===== config.mk =====
export PLATFORM = sky130hd
export DESIGN_NAME = dmem_ctrl
export DESIGN_NICKNAME = d
export VERILOG_FILES = /design/src/rtl/dmem_ctrl.sv
export SDC_FILE = /design/constraint.sdc
export NUM_CORES = 1
export LEC_CHECK = 0
export BUFFER_PORTS_ARGS = -buffer_cell sky130_fd_sc_hd__buf_2
export CAP_MARGIN = 20
export CORE_MARGIN = 2
export CORE_UTILIZATION = 45
export CTS_CLUSTER_SIZE = 10
export DETAILED_ROUTE_END_ITERATION = 8
export PLACE_DENSITY = 0.82
export SYNTH_ARGS = -nofsm -noshare
export SYNTH_HDL_FRONTEND = slang
export SYNTH_SLANG_ARGS = --single-unit

===== constraint.sdc =====
create_clock -name i_clk -period 3.2 [get_ports i_clk]
set_input_delay 0.8 -clock i_clk [delete_from_list [all_inputs] [get_ports i_clk]]
set_output_delay 0.8 -clock i_clk [all_outputs]
set_load 0.05 [all_outputs]

===== src/rtl/dmem_ctrl.sv =====
// Data-memory responder: turns one load/store from the core into a single
// valid/ready bus word transfer, with lane steering, load extension and error flags.
module dmem_ctrl #(
  parameter int TIMEOUT_CYCLES = 16,
  parameter int CNT_W          = 5
) (
  input  logic        i_clk,
  input  logic        i_rst_n,
  input  logic        i_MemRead,
  input  logic        i_MemWrite,
  input  logic [2:0]  i_Funct3,
  input  logic [31:0] i_Addr,
  input  logic [31:0] i_WData,
  output logic [31:0] o_RData,
  output logic        o_Stall,
  output logic        o_Done,
  output logic        o_AccessErr,
  output logic        o_Timeout,
  output logic        o_BusValid,
  output logic        o_BusWrite,
  output logic [31:0] o_BusAddr,
  output logic [31:0] o_BusWData,
  output logic [3:0]  o_BusBE,
  input  logic        i_BusReady,
  input  logic [31:0] i_BusRData
);

  localparam logic [1:0] S_IDLE = 2'd0;
  localparam logic [1:0] S_BUS  = 2'd1;
  localparam logic [1:0] S_DONE = 2'd2;
  localparam logic [1:0] S_ERR  = 2'd3;

  logic [1:0]       state_q, state_d;
  logic [CNT_W-1:0] cnt_q, cnt_d;
  logic [31:0]      rdata_q, rdata_d;
  logic [31:0]      addr_q, addr_d;
  logic [1:0]       off_q, off_d;
  logic [2:0]       f3_q, f3_d;
  logic [31:0]      wdata_q, wdata_d;
  logic [3:0]       be_q, be_d;
  logic             write_q, write_d;
  logic             tmo_q, tmo_d;

  logic        req;
  logic        f3_legal;
  logic        misaligned;
  logic        req_err;
  logic [3:0]  be_new;
  logic [31:0] wdata_new;
  logic [31:0] shifted;
  logic [7:0]  rbyte;
  logic [15:0] rhalf;
  logic [31:0] load_ext;

  assign req = i_MemRead | i_MemWrite;

  // Unsigned sizes (BU/HU) only make sense for loads.
  always_comb begin
    f3_legal = 1'b0;
    case (i_Funct3)
      3'b000, 3'b001, 3'b010: f3_legal = 1'b1;
      3'b100, 3'b101:         f3_legal = ~i_MemWrite;
      default:                f3_legal = 1'b0;
    endcase
  end

  assign misaligned = ((i_Funct3[1:0] == 2'b01) & i_Addr[0]) |
                      ((i_Funct3[1:0] == 2'b10) & (i_Addr[1:0] != 2'b00));
  assign req_err    = (i_MemRead & i_MemWrite) | ~f3_legal | misaligned;

  always_comb begin
    be_new    = 4'b1111;
    wdata_new = i_WData;
    case (i_Funct3[1:0])
      2'b00: begin
        be_new    = 4'b0001 << i_Addr[1:0];
        wdata_new = {4{i_WData[7:0]}};
      end
      2'b01: begin
        be_new    = 4'b0011 << i_Addr[1:0];
        wdata_new = {2{i_WData[15:0]}};
      end
      default: begin
        be_new    = 4'b1111;
        wdata_new = i_WData;
      end
    endcase
  end

  assign shifted = i_BusRData >> {off_q, 3'b000};
  assign rbyte   = shifted[7:0];
  assign rhalf   = off_q[1] ? i_BusRData[31:16] : i_BusRData[15:0];

  always_comb begin
    load_ext = i_BusRData;
    case (f3_q)
      3'b000:  load_ext = {{24{rbyte[7]}}, rbyte};
      3'b001:  load_ext = {{16{rhalf[15]}}, rhalf};
      3'b100:  load_ext = {24'd0, rbyte};
      3'b101:  load_ext = {16'd0, rhalf};
      default: load_ext = i_BusRData;
    endcase
  end

  always_comb begin
    state_d = state_q;
    cnt_d   = cnt_q;
    rdata_d = rdata_q;
    addr_d  = addr_q;
    off_d   = off_q;
    f3_d    = f3_q;
    wdata_d = wdata_q;
    be_d    = be_q;
    write_d = write_q;
    tmo_d   = tmo_q;
    case (state_q)
      S_IDLE: begin
        if (req) begin
          if (req_err) begin
            state_d = S_ERR;
            tmo_d   = 1'b0;
            rdata_d = '0;
          end else begin
            state_d = S_BUS;
            cnt_d   = '0;
            addr_d  = {i_Addr[31:2], 2'b00};
            off_d   = i_Addr[1:0];
            f3_d    = i_Funct3;
            wdata_d = wdata_new;
            be_d    = be_new;
            write_d = i_MemWrite;
          end
        end
      end
      S_BUS: begin
        // A ready seen in the final allowed cycle still completes normally.
        if (i_BusReady) begin
          state_d = S_DONE;
          if (!write_q) rdata_d = load_ext;
        end else if (cnt_q == CNT_W'(TIMEOUT_CYCLES - 1)) begin
          state_d = S_ERR;
          tmo_d   = 1'b1;
          rdata_d = '0;
        end else begin
          cnt_d = cnt_q + 1'b1;
        end
      end
      default: state_d = S_IDLE;
    endcase
  end

  always_ff @(posedge i_clk or negedge i_rst_n) begin
    if (!i_rst_n) begin
      state_q <= S_IDLE;
      cnt_q   <= '0;
      rdata_q <= '0;
      addr_q  <= '0;
      off_q   <= '0;
      f3_q    <= '0;
      wdata_q <= '0;
      be_q    <= '0;
      write_q <= 1'b0;
      tmo_q   <= 1'b0;
    end else begin
      state_q <= state_d;
      cnt_q   <= cnt_d;
      rdata_q <= rdata_d;
      addr_q  <= addr_d;
      off_q   <= off_d;
      f3_q    <= f3_d;
      wdata_q <= wdata_d;
      be_q    <= be_d;
      write_q <= write_d;
      tmo_q   <= tmo_d;
    end
  end

  // Stall is gated by reset so the core is released the instant reset lands.
  assign o_Stall     = i_rst_n & req & ((state_q == S_IDLE) | (state_q == S_BUS));
  assign o_Done      = (state_q == S_DONE) | (state_q == S_ERR);
  assign o_AccessErr = (state_q == S_ERR) & ~tmo_q;
  assign o_Timeout   = (state_q == S_ERR) & tmo_q;
  assign o_BusValid  = (state_q == S_BUS);
  assign o_BusWrite  = write_q;
  assign o_BusAddr   = addr_q;
  assign o_BusWData  = wdata_q;
  assign o_BusBE     = be_q;
  assign o_RData     = rdata_q;

endmodule

==> impl_metrics.py <==
metrics = {
    "cells_and_area": {
        "layout-drive-gt1-share": 0.432,
        "instances_no_fill": 809,
        "multi_input_area_um2": 2330,
        "nets": 767,
        "area_growth_pct": 27.6,
        "seqCellArea_um2": 2800,
        "nFillCells": 926,
        "antenna_cells": 0,
    },
    "synth": {
        "ys_seq_area_frac": 0.522,
        "synth_seq_cells": 112,
        "yosysUniqueCellTypes": 51,
        "synth_async_sr_flop_share": 1.00,
        "avgSynthCellArea_um2": 11.6,
        "synth_largest_area_cell": "dfrtp_1",
        "synthCells": 465,
        "synth_edf_count": 0,
        "syn_area_um2": 5370,
        "yosys_warnings": 0,
        "yosys.area.top_type_share": 0.522,
        "synth_ff_type": "dfrtp_1",
        "yosys-top-cells-area": "dfrtp_1 52%, mux2_2 6.5%, mux2_1 4.6%",
    },
    "detailed_routing": {
        "num_vias": 4350,
        "ant_nets": 0,
        "drc": 13,
        "first_pass_iters": 7,
        "wl_per_cell_um": 17.0,
        "wirelength_um": 13700,
        "via_per_inst": 5.38,
        "drt_iter0_drc": 294,
    },
    "grt": {
        "grt_pass1_vias": 4357,
        "antenna_found_initial": 0,
        "overflow": 0,
        "grt_pass1_wl_um": 22100,
        "grt_usage": 0.218,
        "grt_start_max_net_pins": 95,
    },
    "die": {
        "initial_utilization": 0.467,
        "coreArea_um2": 11500,
        "chipHeight_um": 113,
        "ioPinCount": 210,
        "fp.dieW_um": 113,
        "rows": 39,
        "die_area_um2": 12800,
    },
    "critical_path": {
        "crit_path_end_kind": "flop",
        "crit_required_ps": 3440,
        "path_max_fanout": 26,
        "crit_arrival_ps": 2540,
        "worstSetupPathType": "input port to flop",
        "cpPeakStageDelay_ps": 410,
        "crit_chain": "buf_2 -> nor4_4 -> o21ai_1 -> a21oi_4 -> buf_4 -> mux2_2",
        "critPathSlowestCell": "nor4_4",
        "cp-start-kind": "input port",
    },
    "timing": {
        "holdWs_ps": 481,
        "slew_headroom": 0.438,
        "rsz0062_at_grt": "false",
        "period_needed_ps": 2300,
        "finalSetupViolations": 0,
        "fmax_ghz": 0.435,
        "slew_viol_final": 0,
        "post-route-period-util": 0.718,
        "tightestPinTransition_ps": 843,
        "finClkSkew_ps": 5.75,
        "finalHoldViolCount": 0,
        "setup_tns_ps": 0,
    },
    "clocking": {
        "root_buffer": "clkbuf_16",
        "cts_resized": 0,
        "max-clock-path-buffers": 2,
        "cts_buffers": 9,
        "cts.hold.buffers_added": 0,
        "clock_sinks": 112,
        "htree_levels": 3,
        "cts_setup_buffers": 0,
        "insertion_delay_ps": 350,
        "cts_tree": "done",
        "clkTransAtPathRegs_ps": 70,
    },
    "job": {
        "max_cap_viol_count": 0,
    },
    "place": {
        "dp_hpwl_um": 10400,
        "io_buffers": 207,
        "gp_congestion": 0.845,
        "place_inst": 793,
    },
    "power": {
        "p_int_w": 0.00392,
        "p_switching_w": 0.00396,
        "peakVddDrop_v": 0.000878,
        "power_leakage_nw": 3.54,
        "p_per_area_nw_per_um2": 1150,
        "seqPwrFrac": 0.309,
        "p_comb_frac": 0.527,
        "power_switching_share": 0.503,
        "clock_power_share": 0.164,
    },
    "hold_path": {
        "worstHoldPathType": "flop to flop",
    },
    "outcome": {
        "status": "finished, violations left",
        "violations": "design-rule violations",
    },
}
sequential cells by signal, indices dropped and copies added (netlist names):
signal      count
cnt_q           5
off_q           2
state_q         2
o_BusWData     32
o_BusWrite      1
f3_q            3
tmo_q           1
o_BusBE         4
o_RData        32
o_BusAddr      30
kinds of logic (layout without fill, tap and decap cells):
family	after synthesis	count (layout)	synth area share
compound gates	118	118	0.151
flops	112	112	0.522
mux	90	90	0.194
simple gates	88	88	0.0782
buf+inv	52	252	0.0473
fa+ha+maj	2	2	0.00466
xor+xnor	2	2	0.00326
other cells	1	2	0.000698
final timing paths:
check                                    start        endpoint  slack, ps  cells past startpoint
worst max-delay path               i_Funct3[0]      o_RData[2]        900                      6
worst min-delay path            o_BusWData[31]  o_BusWData[31]        480                      2
worst max register to register        cnt_q[0]      o_RData[2]        910                      8
worst min register to register  o_BusWData[31]  o_BusWData[31]        480                      2
max in group asynchronous              i_rst_n    o_BusAddr[6]       1370                      3
min in group asynchronous              i_rst_n     o_RData[11]        550                      2
metal layers:
metal,wire (um),GRT usage
met3,1150,0.0482
met4,399,0.105
met1,5650,0.283
met2,6540,0.349
met5,0,0
power groups by stage:
| stage | Clock, W | Combinational (W) | Sequential (W) |
|---|---|---|---|
| after floorplan | 0 | 0.00138 | 0.00423 |
| after global placement | 0 | 0.00408 | 0.00242 |
| after detailed placement | 0 | 0.00418 | 0.00245 |
| after CTS | 0.00132 | 0.00418 | 0.00244 |
| after global routing | 0.00138 | 0.00438 | 0.00252 |
| final | 0.00129 | 0.00415 | 0.00244 |
cell usage after synthesis, types with 2 or more instances:
cell       count
a21oi_4        2
buf_1          3
xnor2_1        2
nand3_1        4
nor3b_1        3
clkbuf_1      10
or2_2          2
mux2_2        31
buf_6          3
and2_1         2
nor3_1         2
nor2b_1        3
o21ai_0       31
mux2i_1       24
a21oi_1       31
o32ai_1        7
inv_1         19
and3_1         2
dfrtp_1      112
a21o_1         3
mux2_1        22
a211oi_1       7
o2bb2ai_1     16
a221oi_1       7
mux2_4        12
buf_2         11
buf_4          6
nand2_1       41
ha_1           2
nor2_1        21
nand2b_1       2
o21ai_1        3
per-stage QoR:
stage          area (um^2)  setup WS (ps)  total power [W]   util
5_1_grt               6850            765          0.00828  0.595
3_5_place_dp          6510            529          0.00663  0.565
4_1_cts               6850            903          0.00794  0.595
3_3_place_gp          6510            569          0.00650  0.565
2_1_floorplan         5380            402          0.00560      -
6_report              6850            901          0.00788  0.595
placed cells by master (no fill, tap or decap), drive strengths merged, types with 7 or more instances in the layout:
master	instances
mux2i	24
a21oi	33
buf	217
nor2	21
o32ai	7
mux2	65
o2bb2ai	16
clkbuf	10
dfrtp	112
nand2	41
inv	20
a211oi	7
a221oi	7
o21ai	35
worst max-delay path, delay by kind of cell:
kind                   cells  cell delay (ps)
and+or+nand+nor            1              410
AOI/OAI and AO/OA          2              350
muxes                      1              390
buffers and inverters      2              570
final cells by class:
cell class,count,area share
Sequential cell,112,0.409
Multi-Input combinational cell,302,0.340
Timing Repair Buffer,217,0.164
Clock buffer,10,0.0334
Tap cell,143,0.0261
Clock inverter,6,0.0168
Inverter,19,0.0104
No activity file was read; power rests on OpenSTA's default activity.
